`config.mk`:
```
export PLATFORM = sky130hd
export DESIGN_NAME = finish_scheduler_flat
export DESIGN_NICKNAME = d
export VERILOG_FILES = /design/src/rtl/finish_scheduler_pkg.sv /design/src/rtl/finish_scheduler_if.sv /design/src/rtl/finish_scheduler_wave_shift.sv /design/src/rtl/finish_scheduler.sv /design/src/flat_wrapper.sv
export SDC_FILE = /design/constraint.sdc
export NUM_CORES = 1
export LEC_CHECK = 0
export ABC_AREA = 1
export BUFFER_PORTS_ARGS = -buffer_cell sky130_fd_sc_hd__buf_2
export CAP_MARGIN = 20
export CORE_MARGIN = 3
export CORE_UTILIZATION = 63
export CTS_CLUSTER_DIAMETER = 80
export DETAILED_ROUTE_END_ITERATION = 16
export GPL_TIMING_DRIVEN = 0
export PLACE_DENSITY = 0.95
export SLEW_MARGIN = 10
export SYNTH_ARGS = -nofsm -noshare
export SYNTH_HDL_FRONTEND = slang
export SYNTH_SLANG_ARGS = --single-unit
```
`constraint.sdc`:
```
create_clock -name clk -period 6.31 [get_ports clk]
set_input_delay 0.3155 -clock clk [delete_from_list [all_inputs] [get_ports clk]]
set_output_delay 0.3155 -clock clk [all_outputs]
set_load 0.02 [all_outputs]
```
`src/rtl/finish_scheduler_pkg.sv`:
```
// finish_sched_pkg: shared FSM state type and sizing helpers for the
// diagonal finish scheduler.
package finish_sched_pkg;

  typedef enum logic [1:0] {
    S_IDLE  = 2'd0,
    S_RUN   = 2'd1,
    S_DRAIN = 2'd2
  } state_t;

  // Narrowest index width handed out by idx_w, even for a 1-entry range.
  localparam int MIN_IDX_W = 1;

  // Number of anti-diagonals in a rows x cols array.
  function automatic int diag_n(input int rows, input int cols);
    return rows + cols - 1;
  endfunction

  // Width of a counter that must reach n-1.
  function automatic int idx_w(input int n);
    return (n > 1) ? $clog2(n) : MIN_IDX_W;
  endfunction

endpackage

```
`src/rtl/finish_scheduler_if.sv`:
```
// finish_scheduler_if: start/ready job handshake plus finish/done outputs.
// The abort input exists only when FINISH_SCHED_ABORT_EN is defined.
interface finish_scheduler_if #(
  parameter int ROWS = 4,
  parameter int COLS = 4,
  parameter int K_W  = 8,
  parameter int T_W  = 8
);
  logic                 start;
  logic [K_W-1:0]       k_len;
  logic [T_W-1:0]       n_tiles;
  logic                 ready;
  logic                 busy;
  logic [ROWS*COLS-1:0] finish;
  logic                 done;
`ifdef FINISH_SCHED_ABORT_EN
  logic                 abort;
`endif

  // Tile controller side.
  modport master (
`ifdef FINISH_SCHED_ABORT_EN
    output abort,
`endif
    output start, k_len, n_tiles,
    input  ready, busy, finish, done
  );

  // Scheduler side.
  modport slave (
`ifdef FINISH_SCHED_ABORT_EN
    input  abort,
`endif
    input  start, k_len, n_tiles,
    output ready, busy, finish, done
  );

endinterface

```
`src/rtl/finish_scheduler_wave_shift.sv`:
```
// wave_shift: diagonal delay line. diag[0] takes the launch pulse, every
// stage moves up by one per cycle; flush empties all in-flight wavefronts.
module wave_shift #(
  parameter int N = 7
) (
  input  logic         clk,
  input  logic         rst,
  input  logic         launch,
  input  logic         flush,
  output logic [N-1:0] diag
);

  logic [N-1:0] shift_next;

  for (genvar gi = 0; gi < N; gi++) begin : g_stage
    if (gi == 0) begin : g_head
      assign shift_next[gi] = launch;
    end else begin : g_body
      assign shift_next[gi] = diag[gi-1];
    end
  end

  // Advance the wavefronts one diagonal per cycle, or drop them all.
  always_ff @(posedge clk) begin
    if (rst || flush) diag <= '0;
    else              diag <= shift_next;
  end

endmodule

```
`src/rtl/finish_scheduler.sv`:
```
// finish_scheduler: issues per-PE finish pulses skewed by r+c for a job of
// n_tiles back-to-back tiles of k_len cycles each, and pulses done when the
// last PE of the last tile finishes.
// Optional feature macro: FINISH_SCHED_ABORT_EN (adds bus.abort).
module finish_scheduler
  import finish_sched_pkg::*;
#(
  parameter int ROWS = 4,
  parameter int COLS = 4,
  parameter int K_W  = 8,
  parameter int T_W  = 8
) (
  input logic               clk,
  input logic               rst,
  finish_scheduler_if.slave bus
);

  localparam int D  = diag_n(ROWS, COLS);
  localparam int DW = idx_w(D);
  localparam bit SINGLE = (D == 1);
  // Drain lasts D-1 cycles after the last launch cycle.
  localparam logic [DW-1:0] DRAIN_LAST = DW'((D >= 2) ? D - 2 : 0);

  state_t         state_reg, state_next;
  logic [K_W-1:0] k_len_reg, k_len_next;
  logic [T_W-1:0] n_tiles_reg, n_tiles_next;
  logic [K_W-1:0] k_cnt_reg, k_cnt_next;
  logic [T_W-1:0] t_cnt_reg, t_cnt_next;
  logic [DW-1:0]  drain_cnt_reg, drain_cnt_next;
  logic [D-1:0]   diag;
  logic           accept, at_launch, last_tile, launch_in, flush, abort_req, done_int;

`ifdef FINISH_SCHED_ABORT_EN
  assign abort_req = bus.abort;
`else
  assign abort_req = 1'b0;
`endif

  assign bus.ready = (state_reg == S_IDLE) && !rst;
  assign bus.busy  = (state_reg != S_IDLE);
  assign accept    = bus.start && bus.ready;
  // In RUN this is the cycle in which the current tile's wave sits in diag[0].
  assign at_launch = (k_cnt_reg == k_len_reg - K_W'(1));
  assign last_tile = (t_cnt_reg == n_tiles_reg - T_W'(1));
  assign flush     = abort_req && (state_reg != S_IDLE);
  assign bus.done  = done_int && !rst;

  // Next-state, counter update and launch look-ahead.
  always_comb begin
    state_next     = state_reg;
    k_len_next     = k_len_reg;
    n_tiles_next   = n_tiles_reg;
    k_cnt_next     = k_cnt_reg;
    t_cnt_next     = t_cnt_reg;
    drain_cnt_next = drain_cnt_reg;
    done_int       = 1'b0;
    case (state_reg)
      S_IDLE: begin
        if (accept) begin
          state_next   = S_RUN;
          k_len_next   = (bus.k_len == '0) ? K_W'(1) : bus.k_len;
          n_tiles_next = (bus.n_tiles == '0) ? T_W'(1) : bus.n_tiles;
          k_cnt_next   = '0;
          t_cnt_next   = '0;
        end
      end
      S_RUN: begin
        if (at_launch) begin
          k_cnt_next = '0;
          t_cnt_next = t_cnt_reg + T_W'(1);
          if (last_tile) begin
            drain_cnt_next = '0;
            if (SINGLE) begin
              state_next = S_IDLE;
              done_int   = 1'b1;
            end else begin
              state_next = S_DRAIN;
            end
          end
        end else begin
          k_cnt_next = k_cnt_reg + K_W'(1);
        end
      end
      S_DRAIN: begin
        drain_cnt_next = drain_cnt_reg + DW'(1);
        if (drain_cnt_reg == DRAIN_LAST) begin
          state_next = S_IDLE;
          done_int   = 1'b1;
        end
      end
      default: state_next = S_IDLE;
    endcase
    if (flush) begin
      state_next = S_IDLE;
      done_int   = 1'b0;
    end
    // diag[0] is registered, so it is loaded one cycle ahead of the launch cycle.
    launch_in = (state_next == S_RUN) && (k_cnt_next == k_len_next - K_W'(1));
  end

  // State, latched job parameters and counters.
  always_ff @(posedge clk) begin
    if (rst) begin
      state_reg     <= S_IDLE;
      k_len_reg     <= '0;
      n_tiles_reg   <= '0;
      k_cnt_reg     <= '0;
      t_cnt_reg     <= '0;
      drain_cnt_reg <= '0;
    end else begin
      state_reg     <= state_next;
      k_len_reg     <= k_len_next;
      n_tiles_reg   <= n_tiles_next;
      k_cnt_reg     <= k_cnt_next;
      t_cnt_reg     <= t_cnt_next;
      drain_cnt_reg <= drain_cnt_next;
    end
  end

  wave_shift #(.N(D)) u_wave (
    .clk    (clk),
    .rst    (rst),
    .launch (launch_in),
    .flush  (flush),
    .diag   (diag)
  );

  for (genvar gi = 0; gi < ROWS; gi++) begin : g_row
    for (genvar gj = 0; gj < COLS; gj++) begin : g_col
      assign bus.finish[gi*COLS+gj] = diag[gi+gj];
    end
  end

endmodule

```
`src/flat_wrapper.sv`:
```
// flat-port wrapper written by rule: the top's interface ports become plain ports
module finish_scheduler_flat import finish_sched_pkg::*;
#(
  parameter int ROWS = 4,
  parameter int COLS = 4,
  parameter int K_W  = 8,
  parameter int T_W  = 8
)
  (clk, rst, bus_start, bus_k_len, bus_n_tiles, bus_ready, bus_busy, bus_finish, bus_done);
  finish_scheduler_if #(.ROWS(ROWS), .COLS(COLS), .K_W(K_W), .T_W(T_W)) bus_i ();
  input logic clk;
  input logic rst;
  input wire logic [$bits(bus_i.start)-1:0] bus_start;
  input wire logic [$bits(bus_i.k_len)-1:0] bus_k_len;
  input wire logic [$bits(bus_i.n_tiles)-1:0] bus_n_tiles;
  output wire logic [$bits(bus_i.ready)-1:0] bus_ready;
  output wire logic [$bits(bus_i.busy)-1:0] bus_busy;
  output wire logic [$bits(bus_i.finish)-1:0] bus_finish;
  output wire logic [$bits(bus_i.done)-1:0] bus_done;
  assign bus_i.start = bus_start;
  assign bus_i.k_len = bus_k_len;
  assign bus_i.n_tiles = bus_n_tiles;
  assign bus_ready = bus_i.ready;
  assign bus_busy = bus_i.busy;
  assign bus_finish = bus_i.finish;
  assign bus_done = bus_i.done;
  finish_scheduler #(.ROWS(ROWS), .COLS(COLS), .K_W(K_W), .T_W(T_W)) u_core (.clk(clk), .rst(rst), .bus(bus_i));
endmodule
```
# After elaboration in Yosys (flattened, before gate mapping)
# Cells that the tools add are included.
dict set report classes {
  n_mux 20
  addsub 6
  n_reduce_logical 14
  eq_ne 10
}
# op n
set ops {}
lappend ops {{8-bit 2-to-1 mux} 8}
lappend ops {{8-bit one-hot mux with 2 select lines} 2}
lappend ops {{8-bit equality test} 3}
lappend ops {{8-bit by 1-bit subtractor with 8-bit output (second input constant)} 3}
lappend ops {{8-bit by 1-bit adder with 8-bit output (second input constant)} 2}
lappend ops {{8-bit zero test} 2}
lappend ops {{2-bit 2-to-1 mux} 4}
lappend ops {{3-bit 2-to-1 mux} 2}
lappend ops {{2-bit by 1-bit != test with 1-bit output (second input constant)} 3}
lappend ops {{2-bit one-hot mux with 3 select lines} 1}
lappend ops {{3-bit one-hot mux with 2 select lines} 1}
lappend ops {{3-bit AND reduction} 2}
lappend ops {{2-bit nonzero test} 3}
lappend ops {{2-bit by 1-bit equality test with 1-bit output (second input constant)} 2}
lappend ops {{1-bit logical AND} 4}
lappend ops {{3-bit by 1-bit adder with 3-bit output (second input constant)} 1}
lappend ops {{3-bit equality test (second input constant)} 1}
lappend ops {{2-bit equality test (second input constant)} 1}
lappend ops {{2-bit zero test} 1}
lappend ops {{1-bit 2-to-1 mux} 2}
lappend ops {{2-bit AND reduction} 1}
lappend ops {{1-bit zero test} 1}
dict set report totals {
  regBits 44
  in_bits 19
  elab_cells 57
  output_inout_bits 19
}

# Longest topological paths before layout
dict set report logic_depth {
  depth_word 8
  depth_mapped 19
  depth_no_buf 18
}

# Cells and area by module
# From an unflattened synthesis, not the netlist that was laid out.
dict set report hier_totals {
  cells_unflattened 458
  hier_area_um2 3011.6
}
# mod area_each_um2 n_inst cells_per_inst seq_area_each_um2
set by_module_without_submodules {}
lappend by_module_without_submodules {finish_scheduler 2782.7 1 434 740.7}
lappend by_module_without_submodules {wave_shift 229.0 1 24 140.1}

# Least setup slack after synthesis
# Ideal clock, no wire load.
dict set report synth_timing {
  path_type {reg-to-reg}
  start {reg u_core.state_reg[0]}
  end {reg u_core.u_wave.diag[0]}
  n_path_buf 2
  path_stages_with_launch 18
  setup_ps 64
  arrival_ps 2116
  required_ps 6246
  slack_ps 4131
  period_less_slack_ps 2179
  path_cell_list {dfxtp_1 > inv_1 > ha_1 > nand3_4 > buf_6 > buf_6 > nand2_1 > nand2_2 > ha_1 > nand2_1 > nor2_1 > xor2_1 > inv_1 > nand2_1 > nand2_1 > nor2_1 > nand3_1 > nor2_1}
}
dict set report synth_via {
  elab_chain_cells 8
  elab_cells_between_ends 18
  classes_between {add/sub (1); eq/ne (4); mux (9); reduce/logical (4)}
}
# item line
set synth_lines {}
lappend synth_lines {{from (decl)} finish_scheduler.sv:24} ;# state_t state_reg, state_next;
lappend synth_lines {{from (signal assigned)} finish_scheduler.sv:111} ;# state_reg <= state_next;
lappend synth_lines {{2-bit zero test} {finish_scheduler.sv:39, finish_scheduler.sv:57}}
lappend synth_lines {{1-bit logical AND} finish_scheduler.sv:39} ;# assign bus.ready = (state_reg == S_IDLE) && !rst;
lappend synth_lines {{1-bit logical AND} finish_scheduler.sv:41} ;# assign accept = bus.start && bus.ready;
lappend synth_lines {{8-bit 2-to-1 mux} finish_scheduler.sv:59} ;# if (accept) begin
lappend synth_lines {{8-bit 2-to-1 mux} finish_scheduler.sv:57} ;# case (state_reg)
lappend synth_lines {{8-bit by 1-bit subtractor with 8-bit output} finish_scheduler.sv:98} ;# launch_in = (state_next == S_RUN) && (k_cnt_next == k_len_next - K_W'(1));
lappend synth_lines {{8-bit equality test} finish_scheduler.sv:98}
lappend synth_lines {{1-bit logical AND *} finish_scheduler.sv:98}
lappend synth_lines {{to (signal assigned)} finish_scheduler_wave_shift.sv:26} ;# else diag <= shift_next;
lappend synth_lines {{to (decl)} finish_scheduler_wave_shift.sv:10} ;# output logic [N-1:0] diag
# Mark *: on every way between the ends. The rest lies on a longest branch, timed or not.
# A chain may end at the register's enable or synchronous reset.

# Worst setup path in the final report
dict set report layout_timing {
  start {reg u_core.state_reg[1]}
  end {reg u_core.u_wave.diag[0]}
}
# Same word-level chain as after synthesis.

==> metrics.cfg <==
[timing]
slew_viol_final=0
worst_hold_slack_ns=0.230
setup_viol=0
period_minus_slack_ns=2.64
grt_setup_unrepaired=false
max_slew_margin=0.610
worstMarginPinSlew_ns=0.585
max_freq_ghz=0.378
fin_crit_sh=0.419
hold_viol=0
finClkSkew_ns=0.00897
setup_total_negative_slack_ns=0

[critical_path]
r2r_end=u_core.u_wave.diag[0]$_SDFF_PP0_
r2r-start=u_core.state_reg[1]$_SDFF_PP0_
rrSetupSlack_ns=3.67
crit_required_ns=6.56
cp_data_arrival_time_ns=2.89
end_kind=flop
cp_max_fo=10
worst_setup_path_start_kind=flop
critPathSlowestCell=dfxtp_1
crit_type=reg -> reg
cp.depth=17
critPathMaxStageDelay_ns=0.39
cp_top_family=simple AND/OR/NAND/NOR gates
ff2ff_path_depth=17
crit_top_cell=nand2_1
path_buf_inv=4
path_cells=inv_1, ha_1, nand3_4, buf_6, buf_6, nand2_1, nand2_2, ha_1, nand2_1, nor2_1, xor2_1, inv_1, nand2_1, nand2_1, nor2_1, nand3_1, nor2_1

[cts]
cts_root_buffer=clkbuf_8
htree_levels=2
cts_buffers=5
clock-sinks=44
ctsHoldBuffers=0
cts.repair.resized=0
cts_tree=built
clock_path_buffers=2
path_clk_slew_ns=0.09
cts_setup_buffers=0
insertion_delay_ns=0.31

[synthesis]
ys_ff_latch=44
ys_warn_count=0
synth-edff-count=0
ys_seq_area_frac=0.297
synth_area_leader_cell=dfxtp_1
synthCells=475
synth_top_area_frac=0.297
synthTopCellsByArea=dfxtp_1 (30%), nand2_1 (16%), inv_1 (9.9%)
synth.avg_cell_area_um2=6.25
async_flop_share=0
syn-cell-area_mm2=0.00297
ys_types=35
synth_top_flop_cell=dfxtp_1
synth_nets=505

[global_route]
grt_pass1_vias=2705
grt_pass1_wl_um=11400
grtUsageTotal=0.264
grt_overflow=0
antenna_found_initial=0
grt_max_degree=16

[route]
drc_errors=0
first_iter_violations=216
ant_nets=0
drt_wl_total_um=6920
wl_per_cell_um=12.1
viasPerCell=5.25
drt_pass1_iterations=4
num_vias=2998

[status]
outcome=finished, final reports clean

[floorplan]
start_util=0.668
die_x_um=74.7
die_h_um=74.7
core-area_mm2=0.00444
dieArea_mm2=0.00557
rows=24
ios=38

[power]
combinationalPowerShare=0.241
p_sw_frac=0.324
leakagePower_uw=0.00178
clkPwrFrac=0.329
ir_drop_mv=0.138
p_int_uw=467
p_sw_uw=224
pwr-share-seq=0.430
power_density_mw_per_mm2=207

[worst_hold_path]
hp-start=rst
hold_depth=2
hold_path_end=u_core.t_cnt_reg[0]$_SDFFE_PP0P_
hold_path_class=in -> reg

[run]
drv_cap=0

[place]
hpwl_um=5390
io_buffers=36
gp_congestion=0.903
placedCellCount=563
placed_cell_area_mm2=0.00321

[finish]
final_cell_area_mm2=0.00333
layout.cells.most_common_list=nand2_1 (129), inv_1 (78), nor2_1 (66), dfxtp_1 (44), nand3_1 (38)
stdcell_count=571
final_nets=548
final_common_cell=nand2_1
drive_above_1_share=0.135
area_growth_pct=12.1
antenna_cells=0

how the worst max path moves through the flow:
stage,startpoint,slack (ns),endpoint
2_1_floorplan,u_core.state_reg[0]$_SDFF_PP0_,4.13,u_core.u_wave.diag[0]$_SDFF_PP0_
3_3_place_gp,u_core.state_reg[0]$_SDFF_PP0_,3.78,u_core.u_wave.diag[0]$_SDFF_PP0_
3_5_place_dp,u_core.state_reg[1]$_SDFF_PP0_,3.70,u_core.u_wave.diag[0]$_SDFF_PP0_
4_1_cts,u_core.state_reg[1]$_SDFF_PP0_,3.68,u_core.u_wave.diag[0]$_SDFF_PP0_
5_1_grt,u_core.state_reg[1]$_SDFF_PP0_,3.41,u_core.u_wave.diag[0]$_SDFF_PP0_
6_report,u_core.state_reg[1]$_SDFF_PP0_,3.67,u_core.u_wave.diag[0]$_SDFF_PP0_
cells by family after synthesis:
logic type	count (synthesis)	share of synthesized area
mux	1	0.00337
xor+xnor	17	0.0501
simple gates	259	0.373
fa+ha+maj	11	0.0464
compound gates	44	0.0843
buf+inv	99	0.147
flops	44	0.297
layout make-up:
cell class	instances	area, um^2
clock buffers	5	68.8
multi-input cells	332	1650
well taps	52	65.1
plain buffers	17	120
repair buffers	36	180
flip-flops and latches	44	881
clock inverters	3	46.3
inverters	82	315
fillers	341	1110
power by group through the flow:
stage	sequential, uW	combinational (uW)	clock (uW)
global route	298	189	238
CTS	297	165	227
floorplan	301	126	0
detailed placement	303	163	0
finish	297	167	227
global placement	303	156	0
layer usage:
metal	vias to the layer above	share of wire	track usage
met5	-	0	0
met4	0	0.033	0.105
met3	23	0.047	0.0454
met2	77	0.48	0.458
met1	1354	0.44	0.325
li1	1544	-	-
worst reg2reg max path, delay by kind of cell (launching register included):
family | cells | cell delay, ns
and+or+nand+nor | 10 | 1.03
buffers and inverters | 4 | 0.47
adders and majority gates | 2 | 0.47
DFF | 1 | 0.39
xor gates and xnor gates | 1 | 0.24
synthesized netlist by cell type (all sizes together), types with 4 or more instances:
cell type,count
buf,12
nor2,68
nand4,7
o21ai,20
a21oi,18
nand2,132
inv,82
clkbuf,5
xor2,13
xnor2,4
nor3,4
nand3,40
dfxtp,44
ha,11
stage by stage:
stage               total power (uW)  setup slack [ns]  utilization
floorplan                        427              4.13            -
global placement                 458              3.78        0.723
detailed placement               466              3.70        0.723
CTS                              689              3.68        0.749
global route                     725              3.41        0.749
finish                           691              3.67        0.749
Note: power is estimated with default switching activity, not from simulation.
